--- src/rtl/fu_issue_arbiter.sv ---
// Purpose : round-robin issue of one op per cycle from N_REQ requesters onto a shared,
//           fully pipelined functional unit, with writeback-collision blocking and flush/drain.
// Latency : grant (cycle k) -> FU_* registered at k+1 -> RSP_* at k+2+LAT (LAT by op class).
// Backpr. : REQ_READY is the combinational grant; a requester waits while its slot is
//           occupied, FLUSH is high or the FSM is draining. Responses cannot be stalled.
//
// Ports:
//   CLOCK, RESET          clock, synchronous active-high reset
//   REQ_VALID/REQ_READY   per-requester valid and one-hot grant
//   REQ_INST/A/B/C/SELECT packed per-requester op fields (requester i at slice i)
//   FU_INST/A/B/C/SELECT  registered operands to the functional unit
//   FU_Z, FU_COMPARE      functional unit results
//   RSP_VALID/ID/Z/COMPARE registered result, tagged with the issuing requester
//   FLUSH, FLUSH_DONE     stop granting and drain; FLUSH_DONE high once drained
module fu_issue_arbiter #(
    parameter int N_REQ     = 4,
    parameter int ID_W      = 2,
    parameter int LAT_SHORT = 1,
    parameter int LAT_MADD  = 3
) (
    input  logic                  CLOCK,
    input  logic                  RESET,
    input  logic [N_REQ-1:0]      REQ_VALID,
    output logic [N_REQ-1:0]      REQ_READY,
    input  logic [6*N_REQ-1:0]    REQ_INST,
    input  logic [32*N_REQ-1:0]   REQ_A,
    input  logic [32*N_REQ-1:0]   REQ_B,
    input  logic [32*N_REQ-1:0]   REQ_C,
    input  logic [N_REQ-1:0]      REQ_SELECT,
    output logic [5:0]            FU_INST,
    output logic [31:0]           FU_A,
    output logic [31:0]           FU_B,
    output logic [31:0]           FU_C,
    output logic                  FU_SELECT,
    input  logic [31:0]           FU_Z,
    input  logic                  FU_COMPARE,
    output logic                  RSP_VALID,
    output logic [ID_W-1:0]       RSP_ID,
    output logic [31:0]           RSP_Z,
    output logic                  RSP_COMPARE,
    input  logic                  FLUSH,
    output logic                  FLUSH_DONE
);

    localparam int IDX_W = (N_REQ > 1) ? $clog2(N_REQ) : 1;

    typedef struct packed {
        logic [5:0]  inst;
        logic [31:0] a;
        logic [31:0] b;
        logic [31:0] c;
        logic        sel;
    } req_t;

    // One tracker slot: whose result shows up on FU_Z in a given future cycle.
    typedef struct packed {
        logic            vld;
        logic [ID_W-1:0] id;
    } slot_t;

    typedef enum logic [1:0] {
        ST_RUN     = 2'd0,
        ST_DRAIN   = 2'd1,
        ST_DRAINED = 2'd2
    } state_e;

    // ------------------------------------------------------------------
    // State
    // ------------------------------------------------------------------
    state_e              state_q, state_d;
    logic [IDX_W-1:0]    ptr_q, ptr_d;
    // trk_q[j] describes the result that is on FU_Z j cycles from now.
    slot_t [LAT_MADD:0]  trk_q, trk_d;

    logic [5:0]          fu_inst_q, fu_inst_d;
    logic [31:0]         fu_a_q, fu_a_d;
    logic [31:0]         fu_b_q, fu_b_d;
    logic [31:0]         fu_c_q, fu_c_d;
    logic                fu_sel_q, fu_sel_d;

    logic                rsp_vld_q, rsp_vld_d;
    logic [ID_W-1:0]     rsp_id_q, rsp_id_d;
    logic [31:0]         rsp_z_q, rsp_z_d;
    logic                rsp_cmp_q, rsp_cmp_d;

    // ------------------------------------------------------------------
    // Unpack per-requester fields
    // ------------------------------------------------------------------
    req_t req_arr [N_REQ];

    for (genvar g = 0; g < N_REQ; g++) begin : g_unpack
        assign req_arr[g] = '{inst: REQ_INST[6*g +: 6],
                              a:    REQ_A[32*g +: 32],
                              b:    REQ_B[32*g +: 32],
                              c:    REQ_C[32*g +: 32],
                              sel:  REQ_SELECT[g]};
    end

    // ------------------------------------------------------------------
    // Candidate search: first valid requester at or after ptr, with wrap.
    // Walking offsets from the far end means the nearest offset is written last.
    // ------------------------------------------------------------------
    logic             cand_vld;
    logic [IDX_W-1:0] cand_idx;

    always_comb begin
        logic [IDX_W:0] sum;
        sum      = '0;
        cand_vld = 1'b0;
        cand_idx = '0;
        for (int off = N_REQ - 1; off >= 0; off--) begin
            sum = {1'b0, ptr_q} + (IDX_W+1)'(off);
            if (sum >= (IDX_W+1)'(N_REQ)) begin
                sum = sum - (IDX_W+1)'(N_REQ);
            end
            if (REQ_VALID[sum[IDX_W-1:0]]) begin
                cand_vld = 1'b1;
                cand_idx = sum[IDX_W-1:0];
            end
        end
    end

    req_t cand;
    logic cand_madd;
    logic cand_blocked;
    logic grant;

    assign cand      = req_arr[cand_idx];
    assign cand_madd = (cand.inst[5:3] == 3'b111);

    // A short op issued now writes back LAT_SHORT+1 cycles from now, which is
    // trk_q[LAT_SHORT+1]. A MADD would need trk_q[LAT_MADD+1], which nothing
    // can occupy because MADD is the longest class, so MADD never blocks.
    // A blocked candidate stalls the whole search rather than letting a
    // lower-priority requester slip past it.
    assign cand_blocked = !cand_madd && trk_q[LAT_SHORT+1].vld;

    // RESET gating keeps READY low during reset even though state is only
    // cleared at the clock edge.
    assign grant = !RESET && (state_q == ST_RUN) && !FLUSH && cand_vld && !cand_blocked;

    assign REQ_READY = grant ? (N_REQ'(1) << cand_idx) : '0;

    // ------------------------------------------------------------------
    // Round-robin pointer
    // ------------------------------------------------------------------
    always_comb begin
        ptr_d = ptr_q;
        if (grant) begin
            if (cand_idx == IDX_W'(N_REQ - 1)) begin
                ptr_d = '0;
            end else begin
                ptr_d = cand_idx + IDX_W'(1);
            end
        end
    end

    // ------------------------------------------------------------------
    // In-flight tracker: shift toward slot 0, then drop the new op in at
    // the slot that will be current when its result appears.
    // ------------------------------------------------------------------
    logic trk_empty;

    always_comb begin
        trk_d = '0;
        for (int j = 0; j < LAT_MADD; j++) begin
            trk_d[j] = trk_q[j+1];
        end
        if (grant) begin
            if (cand_madd) begin
                trk_d[LAT_MADD] = '{vld: 1'b1, id: ID_W'(cand_idx)};
            end else begin
                trk_d[LAT_SHORT] = '{vld: 1'b1, id: ID_W'(cand_idx)};
            end
        end
    end

    always_comb begin
        trk_empty = 1'b1;
        for (int j = 0; j <= LAT_MADD; j++) begin
            if (trk_q[j].vld) begin
                trk_empty = 1'b0;
            end
        end
    end

    // ------------------------------------------------------------------
    // Flush FSM
    // ------------------------------------------------------------------
    always_comb begin
        state_d = state_q;
        case (state_q)
            ST_RUN:     if (FLUSH)     state_d = ST_DRAIN;
            ST_DRAIN:   if (trk_empty) state_d = ST_DRAINED;
            ST_DRAINED: if (!FLUSH)    state_d = ST_RUN;
            default:                   state_d = ST_RUN;
        endcase
    end

    // ------------------------------------------------------------------
    // FU issue registers. Idle cycles send opcode 0; its result is never
    // tracked, so operands can simply hold.
    // ------------------------------------------------------------------
    always_comb begin
        fu_inst_d = 6'b000000;
        fu_a_d    = fu_a_q;
        fu_b_d    = fu_b_q;
        fu_c_d    = fu_c_q;
        fu_sel_d  = fu_sel_q;
        if (grant) begin
            fu_inst_d = cand.inst;
            fu_a_d    = cand.a;
            fu_b_d    = cand.b;
            fu_c_d    = cand.c;
            fu_sel_d  = cand.sel;
        end
    end

    // ------------------------------------------------------------------
    // Response: slot 0 says whether FU_Z is a real result this cycle.
    // ------------------------------------------------------------------
    always_comb begin
        rsp_vld_d = trk_q[0].vld;
        rsp_id_d  = trk_q[0].id;
        rsp_z_d   = FU_Z;
        rsp_cmp_d = FU_COMPARE;
    end

    always_ff @(posedge CLOCK) begin
        if (RESET) begin
            state_q   <= ST_RUN;
            ptr_q     <= '0;
            trk_q     <= '0;
            fu_inst_q <= 6'b000000;
            fu_a_q    <= '0;
            fu_b_q    <= '0;
            fu_c_q    <= '0;
            fu_sel_q  <= 1'b0;
            rsp_vld_q <= 1'b0;
            rsp_id_q  <= '0;
            rsp_z_q   <= '0;
            rsp_cmp_q <= 1'b0;
        end else begin
            state_q   <= state_d;
            ptr_q     <= ptr_d;
            trk_q     <= trk_d;
            fu_inst_q <= fu_inst_d;
            fu_a_q    <= fu_a_d;
            fu_b_q    <= fu_b_d;
            fu_c_q    <= fu_c_d;
            fu_sel_q  <= fu_sel_d;
            rsp_vld_q <= rsp_vld_d;
            rsp_id_q  <= rsp_id_d;
            rsp_z_q   <= rsp_z_d;
            rsp_cmp_q <= rsp_cmp_d;
        end
    end

    assign FU_INST     = fu_inst_q;
    assign FU_A        = fu_a_q;
    assign FU_B        = fu_b_q;
    assign FU_C        = fu_c_q;
    assign FU_SELECT   = fu_sel_q;
    assign RSP_VALID   = rsp_vld_q;
    assign RSP_ID      = rsp_id_q;
    assign RSP_Z       = rsp_z_q;
    assign RSP_COMPARE = rsp_cmp_q;
    assign FLUSH_DONE  = (state_q == ST_DRAINED);

endmodule
--- config.mk ---
export PLATFORM = sky130hd
export DESIGN_NAME = fu_issue_arbiter
export DESIGN_NICKNAME = d
export VERILOG_FILES = /design/src/rtl/fu_issue_arbiter.sv
export SDC_FILE = /design/constraint.sdc
export NUM_CORES = 1
export LEC_CHECK = 0
export ABC_CLOCK_PERIOD_IN_PS = 2700
export CAP_MARGIN = 15
export CORE_AREA = 2 2 229 231
export CTS_CLUSTER_DIAMETER = 40
export DETAILED_ROUTE_END_ITERATION = 12
export DIE_AREA = 0 0 231 233
export PLACE_DENSITY = 0.44
export SYNTH_ARGS = -nofsm -noshare
export SYNTH_HDL_FRONTEND = slang
export SYNTH_SLANG_ARGS = --single-unit
--- constraint.sdc ---
create_clock -name CLOCK -period 2.7 [get_ports CLOCK]
set_input_delay 0.405 -clock CLOCK [delete_from_list [all_inputs] [get_ports CLOCK]]
set_output_delay 0.405 -clock CLOCK [all_outputs]
set_load 0.01 [all_outputs]
==> results of run 1 <==
## final timing paths
path	cells past startpoint	start	endpoint
worst max register to register	13	ptr_q[0]$_SDFFE_PP0P_	FU_C[12]$_SDFFE_PP0P_
worst max-delay path	9	ptr_q[0]$_SDFFE_PP0P_	REQ_READY[2]
worst min-delay path	4	RESET	state_q[0]$_SDFFE_PP0P_
worst min register to register	1	trk_d[7]$_SDFF_PP0_	trk_q[7]$_SDFF_PP0_
## final cells by class
class	instances	area, µm²	area share, %
timing repair buffer	658	6780	39.7
multi-input combinational	917	5750	33.7
sequential	155	3110	18.2
tap	680	851	4.98
clock buffer	19	433	2.53
clock inverter	12	119	0.696
inverter	5	25.0	0.146
antenna	6	15.0	0.0879
## tightest hold or removal path, stage by stage
cell	delay, ns
buf_4	0.10
nor2_1	0.06
o21ai_0	0.08
a31oi_1	0.04
## power breakdown
part	internal, µW	switching (µW)	total [µW]
logic	2550	2590	5140
registers	2700	216	2910
clock network	1270	1140	2410
## per-stage QoR
stage,instance area [µm²],TNS [ns]
2_1_floorplan,8790,-0.00833
3_3_place_gp,15600,-47.50
3_5_place_dp,15600,-49.64
4_1_cts,16500,-2.62
5_1_grt,17100,-26.10
6_report,17100,-14.70
## synth_stat cells, drive strengths merged
| cell type | instances | share of area, % |
|---|---|---|
| nand4b | 100 | 10 |
| nor2 | 10 | 0.43 |
| o31ai | 98 | 8.4 |
| or4 | 1 | 0.086 |
| ha | 4 | 0.57 |
| a32oi | 3 | 0.56 |
| a21bo | 3 | 0.34 |
| nand2 | 409 | 17 |
| and3 | 197 | 14 |
| o21ai | 2 | 0.11 |
| buf | 25 | 1.9 |
| a31oi | 2 | 0.14 |
| nand3 | 6 | 0.34 |
| clkbuf | 94 | 4.0 |
| a311oi | 4 | 0.40 |
| clkinv | 1 | 0.043 |
| mux2i | 1 | 0.11 |
| inv | 4 | 0.17 |
| nand2b | 1 | 0.071 |
| nor3b | 3 | 0.26 |
| nor4 | 3 | 0.21 |
| o21bai | 1 | 0.086 |
| nor2b | 47 | 3.3 |
| dfxtp | 155 | 35 |
| nand4 | 1 | 0.071 |
| o311ai | 1 | 0.10 |
| a211o | 1 | 0.10 |
| o311a | 1 | 0.11 |
| or2 | 1 | 0.071 |
| a221oi | 3 | 0.30 |
| a21oi | 2 | 0.11 |
| and2 | 9 | 0.64 |
| or4b | 1 | 0.11 |
## metal layers
| layer | routed length [µm] | track usage [%] |
|---|---|---|
| met1 | 21100 | 21.1 |
| met2 | 25300 | 31.4 |
| met3 | 3290 | 5.25 |
| met4 | 1060 | 6.55 |
| met5 | 13 | 0 |
## timing repair
item,CTS,global route
gates resized for setup,60,89
setup endpoints to repair,5,106
gates cloned,8,3
pin swaps,39,1
hold buffers,0,0
setup buffers,10,2
## state kept, by name (all words and copies together) (netlist names)
register / count
RSP_COMPARE: 1
FU_A: 32
FU_INST: 6
FU_B: 32
state_q: 2
trk_q: 3
FU_C: 32
ptr_q: 2
RSP_ID: 2
RSP_Z: 32
RSP_VALID: 1
rsp_id_d: 2
rsp_vld_d: 1
trk_d: 6
FU_SELECT: 1
## kinds of logic after synthesis
family                   Yosys count  synth area share [%]
AND/OR/NAND/NOR                  789                  47.1
AO/OA/AOI/OAI                    121                  10.7
multiplexers                       1                 0.114
adder cells (fa/ha/maj)            4                 0.570
flip-flops                       155                  35.3
buffers and inverters            124                  6.13
==> impl_metrics.tcl, run 1 <==
set metrics [dict create \
    path_class "reg2out" \
    slowest_delay_ns 0.54 \
    clk_pin_slew_ns 0.07 \
    ys_seq_area_share_pct 35.3 \
    core_area_um2 51100 \
    io_buffers 595 \
    crit_chain "nor2b_2 > or4b_4 > a21bo_2 > a32oi_2 > nand4_1 > buf_4 > nand2_4 > and2_4 > buf_6" \
    rsz0062_at_grt "yes" \
    nNetsFinal 2210 \
    fin_crit_sh_pct 110 \
    die_h_um 233 \
    wl_um 50800 \
    antenna_found_initial 7 \
    routed_via_density 4.48 \
    arrival_ns 2.55 \
    cts.path.max_buffers 2 \
    vias 11000 \
    grt_pass1_wl_um 71700 \
    dpl.cell_count 2396 \
    syn_avg_cell_area_um2 7.36 \
    skew_ns 0.0161 \
    yosysUniqueCellTypes 36 \
    holdWs_ns 0.241 \
    violations "setup timing" \
    hold_viol 0 \
    ant_nets 0 \
    die_area_um2 53800 \
    slew_headroom_pct 37.7 \
    clk_latency_ns 0.49 \
    synth_cells 1194 \
    grt_max_degree 104 \
    tightest_slew_ns 0.934 \
    setup_viol 105 \
    die_w_um 231 \
    finalCriticalPeriod_ns 2.96 \
    rrSetupSlack_ns -0.25 \
    fillers 5456 \
    instances_no_fill 2452 \
    cts_buffers 17 \
    critical_path.max_fanout 5 \
    cts-root-buf "clkbuf_16" \
    hp-class "in2reg" \
    drive_gt1_share_pct 11.4 \
    cts_tree "built" \
    status "finished, violations left" \
    pin_count 596 \
    required_ns 2.30 \
    grt_usage_pct 18.1 \
    final_common_cell "clkdlybuf4s50_1" \
    drtIter0Drc 518 \
    grt_pass1_vias 11000 \
    grt-ovfl-total 0 \
    timing.final.ws_setup_ns -0.257 \
    dpl_worst_slack_ns -0.809 \
    cts_sinks 155 \
    final_cell_mix "clkdlybuf4s50_1 (586), nand2_1 (406), and3_1 (197)" \
    cpMaxStageDelayCell "or4b_4" \
    endpoint_kind "primary output" \
    num_rows 83 \
    hpwl_um 35000 \
    p_leak_uw 0.00697 \
    path_buf_inv 2 \
    initial_core_util_pct 17.2 \
    p_total_uw 10500 \
    maxCapViolCount 0 \
    cts.htree.levels 4 \
    p_per_area_nw_per_um2 613 \
    gp_congestion 0.879 \
    synth-seq-cells 155 \
    postSynthNetCount 1650 \
    wl_per_cell_um 20.7 \
    areaGrowthSynthToFinish_pct 94.5 \
    drc 0 \
    first_pass_iters 5 \
    crit_family "simple AND/OR/NAND/NOR gates" \
    postLayoutCoreUtil_pct 33.4 \
    timing.fmax_mhz 338 \
    syn_area_um2 8780 \
    peakVddDrop_mv 0.509 \
    crit_path_start_kind "register" \
    ys_warn_count 0 \
    finalMaxSlewViolations 0 \
]
(Power assumes the default switching activity.)
==> run 2, diff against run 1 <==
--- a/config.mk
+++ b/config.mk
@@ -12,6 +12,7 @@
 export DETAILED_ROUTE_END_ITERATION = 12
 export DIE_AREA = 0 0 231 233
 export PLACE_DENSITY = 0.44
+export SKIP_LAST_GASP = 1
 export SYNTH_ARGS = -nofsm -noshare
 export SYNTH_HDL_FRONTEND = slang
 export SYNTH_SLANG_ARGS = --single-unit
==> run 2 against run 1 <==
Net effect:
- the flow still finishes with violations (setup timing)
- combinational power fell by 6.2%
- worst hold slack got worse by 0.0061 ns
- cell count fell by 0.12%
- sequential power barely moved
- sequential share of layout area rose by 0.56 points
- register-to-register slack improved by 0.32 ns
- clock skew fell by 0.0016 ns
- highest routed layer unchanged
- die area did not move
- largest power group unchanged
- global-route usage barely moved
- worst setup slack got worse by 0.0093 ns
- count of clock-buffer cells in the layout did not move
==> impl_metrics.tcl, run 2 (synthesis results as in run 1) <==
set metrics [dict create \
    cts.path.max_buffers 2 \
    finalMaxSlewViolations 0 \
    pin_count 596 \
    fin_setup_tns_ns -1.06 \
    cts_buffers 17 \
    required_ns 2.30 \
    core_area_um2 51100 \
    path_class "reg2out" \
    violations "setup timing" \
    drive_gt1_share_pct 7.43 \
    grt_max_degree 104 \
    p_per_area_nw_per_um2 612 \
    cts.htree.levels 4 \
    tightest_slew_ns 0.941 \
    antenna_found_initial 7 \
    skew_ns 0.0145 \
    clk_latency_ns 0.49 \
    drtIter0Drc 532 \
    status "finished, violations left" \
    nNetsFinal 2207 \
    grt-ovfl-total 0 \
    hpwl_um 35000 \
    grt_usage_pct 18.1 \
    crit_path_start_kind "register" \
    grt_pass1_wl_um 71700 \
    num_rows 83 \
    die_area_um2 53800 \
    fin_crit_sh_pct 110 \
    peakVddDrop_mv 0.509 \
    areaGrowthSynthToFinish_pct 88.7 \
    hold_viol 0 \
    initial_core_util_pct 17.2 \
    vias 10900 \
    endpoint_kind "primary output" \
    instances_no_fill 2449 \
    rsz0062_at_grt "yes" \
    final_common_cell "clkdlybuf4s50_1" \
    arrival_ns 2.56 \
    grt_pass1_vias 11000 \
    die_h_um 233 \
    p_leak_uw 0.00681 \
    die_w_um 231 \
    dpl.cell_count 2396 \
    cts-root-buf "clkbuf_16" \
    critical_path.max_fanout 5 \
    first_pass_iters 5 \
    holdWs_ns 0.235 \
    routed_via_density 4.46 \
    drc 0 \
    wl_um 50300 \
    timing.final.ws_setup_ns -0.267 \
    hp-class "in2reg" \
    io_buffers 595 \
    maxCapViolCount 0 \
    final_cell_mix "clkdlybuf4s50_1 (586), nand2_1 (406), and3_1 (197)" \
    timing.fmax_mhz 337 \
    clk_pin_slew_ns 0.07 \
    dpl_worst_slack_ns -0.809 \
    ant_nets 0 \
    setup_viol 4 \
    holdBufCountCts 0 \
    slew_headroom_pct 37.2 \
    wl_per_cell_um 20.5 \
    postLayoutCoreUtil_pct 32.4 \
    gp_congestion 0.879 \
    cts_sinks 155 \
    finalCriticalPeriod_ns 2.97 \
    cts_tree "built" \
]
[run 2: cell type report]
type,count,area [µm²]
antenna,6,15.0
clock buffer,19,433
clock inverter,12,119
fill,5504,34500
inverter,5,25.0
multi-input combinational,917,5290
sequential,155,3110
tap,680,851
timing repair buffer,655,6730
[run 2: worst max-delay path, stage by stage (launching register included)]
cell	delay [ns]
dfxtp_4	0.37
nor2b_2	0.05
or4b_4	0.55
a21bo_4	0.24
a32oi_2	0.20
nand4_1	0.16
buf_4	0.18
nand2_4	0.08
and2_4	0.15
buf_6	0.09
[run 2: what timing repair did]
action,in CTS,in global routing
gates cloned,8,1
gates resized for setup,55,6
buffers inserted,10,4
hold endpoints to repair,0,0
endpoints found under the setup margin,5,106
pin swaps,13,1
[run 2: metrics by stage]
stage	cell area (µm²)	power, µW
2_1_floorplan	8790	5100
3_3_place_gp	15600	7570
3_5_place_dp	15600	7580
4_1_cts	16500	10300
5_1_grt	16600	10800
6_report	16600	10200
[run 2: path summary, 6_finish.rpt]
| path | from | to | slack [ns] | cells after the start |
|---|---|---|---|---|
| setup / recovery | ptr_q[0]$_SDFFE_PP0P_ | REQ_READY[2] | -0.27 | 9 |
| hold / removal | RESET | state_q[0]$_SDFFE_PP0P_ | 0.23 | 4 |
| setup reg to reg | ptr_q[0]$_SDFFE_PP0P_ | FU_A[7]$_SDFFE_PP0P_ | 0.07 | 10 |
| hold reg to reg | trk_d[7]$_SDFF_PP0_ | trk_q[7]$_SDFF_PP0_ | 0.44 | 1 |
[run 2: power by group]
group	switching, µW	internal (µW)	leakage [µW]
combinational	2390	2430	0.00527
sequential	215	2700	0.00128
clock	1150	1270	0.000266
[run 2: per-layer routing]
layer / track usage (%) / up-vias / wire length (µm)
met1: 21.1 / 5187 / 21000
met2: 31.4 / 398 / 24900
met5: 0 / - / 13
li1: - / 5285 / -
met4: 6.55 / 2 / 1180
met3: 5.25 / 58 / 3210
==> patch: new RTL, config.mk and constraints of run 1 <==
Reset style: asynchronous (`RESET`), changed in one clocked block. Comments in the files are not updated.
--- a/src/rtl/fu_issue_arbiter.sv
+++ b/src/rtl/fu_issue_arbiter.sv
@@ -228,3 +228,3 @@
 
-    always_ff @(posedge CLOCK) begin
+    always_ff @(posedge CLOCK or posedge RESET) begin
         if (RESET) begin
Formal check against the unedited RTL: differs if RESET is asserted again (counterexample within 4 cycles, from zero or initial values and one cycle with RESET high); with RESET held inactive, the same outputs for 4 cycles.
==> patch against run 1 <==
Cell area decreased by 2.2%; highest routed layer unchanged; synthesized area decreased by 3.1%; routed wire length decreased by 12%; largest cell class unchanged; synthesized cell count decreased by 19%; the flow still finishes with violations (negative setup slack); total power increased by 39%; setup slack got worse by 0.12 ns; critical endpoint is now REQ_READY[1]; first-iteration DRC count decreased by 39%; die area unchanged; sequential cell count unchanged.
==> patch: results (changes against run 1) <==
Timing
  – Minimum clock period: 3.08 ns (+0.124 ns)
  – Min setup slack post-route: -0.381 ns (-0.124 ns)
  – Setup Skew: 0.00803 ns (-0.00809 ns)
  – Final setup vio count: 111 (+5.7%)
  – Slew margin rel.: 0.532 (+0.155)

Drt
  – First-pass detailed-route iteration total: 4 (-1)
  – Iter 0 DRT Violations: 314 (-39%)

Place
  – Final RePlAce weighted congestion: 0.871 (-0.93%)
  – Hpwl dp: 32200 um (-8.1%)
  – Placed Cells: 2207 (-7.9%)

Critical path
  – CP arrival: 2.68 ns (+0.13 ns)
  – RR Startpoint: ptr_q[1]
  – R2R Setup Slk: -0.36 ns (-0.11 ns)
  – FF-to-FF path depth: 12 (-1)
  – Slowest cell on crit path: mux4_2
  – Reg2reg end: ptr_q[1]

Cells and area
  – Fin cells: 2267 (-7.5%)
  – Final #Nets: 2028 (-8.2%)
  – Share of cells above drive strength 1: 0.143 (+0.0294)

Yosys
  – Sequential area share after synthesis: 0.456 (+0.102)
  – Post-synthesis mux area share: 0.151 (+0.149)
  – Top post-synthesis cells by count: nand2_1 (391), dfrtp_1 (155), a31oi_1 (97), and3_1 (97), mux2_2 (68)
  – Syn_nets: 1422 (-14%)
  – Syn_area_per_cell: 8.81 sq um (+20%)

Hold path
  – WHS Endpoint: RSP_ID[1]

Pwr
  – Psw: 5.54 mW (+40%)
  – Peak supply drop: 0.000459 V (-9.9%)
  – Leak: 7.13 nW (+2.4%)

Global route
  – First-pass GRT wire length: 63000 um (-12%)
  – Largest net degree at the start of global routing: 100 (-3.8%)

Outcome
  – Failing checks: negative setup slack
  – Status: finished with violations
==> patch: cell count changes after synthesis, moves of 7 or more <==
cell	delta
clkbuf_1	-47
and3_1	-100
nor2b_1	-45
a31oi_1	+95
mux2_1	+32
dfxtp_1	-155
nor2_1	-7
o31ai_1	-98
nand4b_1	-100
nand2_1	-18
dfrtp_1	+155
mux2_2	+68
==> patch: what timing repair did <==
| action | in CTS | in global routing |
|---|---|---|
| gates resized for setup | 78 | 9 |
| endpoints found under the setup margin | 104 | 111 |
| buffers inserted | 7 | 5 |
| cloned | 13 | 2 |
| pin swaps | 6 | 2 |
==> patch: final cells by class <==
cell class                      count  area share
Timing Repair Buffer              664       0.416
Multi-Input combinational cell    727       0.263
Sequential cell                   155       0.232
Tap cell                          680      0.0509
Clock buffer                       18      0.0263
Clock inverter                     14     0.00921
Inverter                            7     0.00225
Antenna cell                        2    0.000299
==> patch: cells by family (layout without fill, tap and decap cells) <==
kind of cell | count (synthesis) | count (layout)
other cells | 0 | 2
flops | 155 | 155
compound gates | 106 | 106
fa+ha+maj | 4 | 4
buf+inv | 84 | 703
mux | 108 | 108
simple gates | 509 | 509
==> patch: per-layer routing <==
metal / vias up / global-route usage / wire length, um
met5: - / 0 / 18
met4: 4 / 0.0694 / 1230
met3: 59 / 0.0593 / 3680
met2: 380 / 0.285 / 22300
met1: 4511 / 0.172 / 17300
li1: 4516 / - / -
==> patch: how the worst max path moves through the flow <==
stage               slack, ns    startpoint      endpoint
global route            -0.50      ptr_q[1]  REQ_READY[1]
floorplan               -0.07      ptr_q[1]  REQ_READY[1]
CTS                     -0.47      ptr_q[1]  REQ_READY[1]
finish                  -0.38      ptr_q[1]  REQ_READY[1]
detailed placement      -0.70  REQ_VALID[3]  REQ_READY[2]
global placement        -0.66  REQ_VALID[3]  REQ_READY[1]
==> patch: power groups by stage <==
stage          Sequential (mW)  Combinational [mW]  Clock [mW]
2_1_floorplan             3.99                3.29           0
3_3_place_gp              3.66                7.63           0
3_5_place_dp              3.68                7.62           0
4_1_cts                   3.67                8.44        2.62
5_1_grt                   3.78                9.03        2.70
6_report                  3.66                8.36        2.49
==> patch: stage by stage <==
stage	instance area, sq um	setup TNS (ns)	setup slack [ns]	power [mW]
after floorplan	8530	-0.253	-0.0734	7.28
after global placement	15400	-49.40	-0.655	11.3
after detailed placement	15400	-56.27	-0.703	11.3
after CTS	16600	-20.11	-0.472	14.7
after global routing	16700	-38.95	-0.497	15.5
final	16700	-28.40	-0.381	14.5
==> patch: worst register-to-register path, delay by kind of cell, from the launching register on <==
kind / cells / cell delay (ns)
buffers and inverters: 6 / 0.94
muxes: 3 / 0.99
DFF: 1 / 0.47
AOI/OAI and AO/OA: 2 / 0.40
and+or+nand+nor: 1 / 0.15
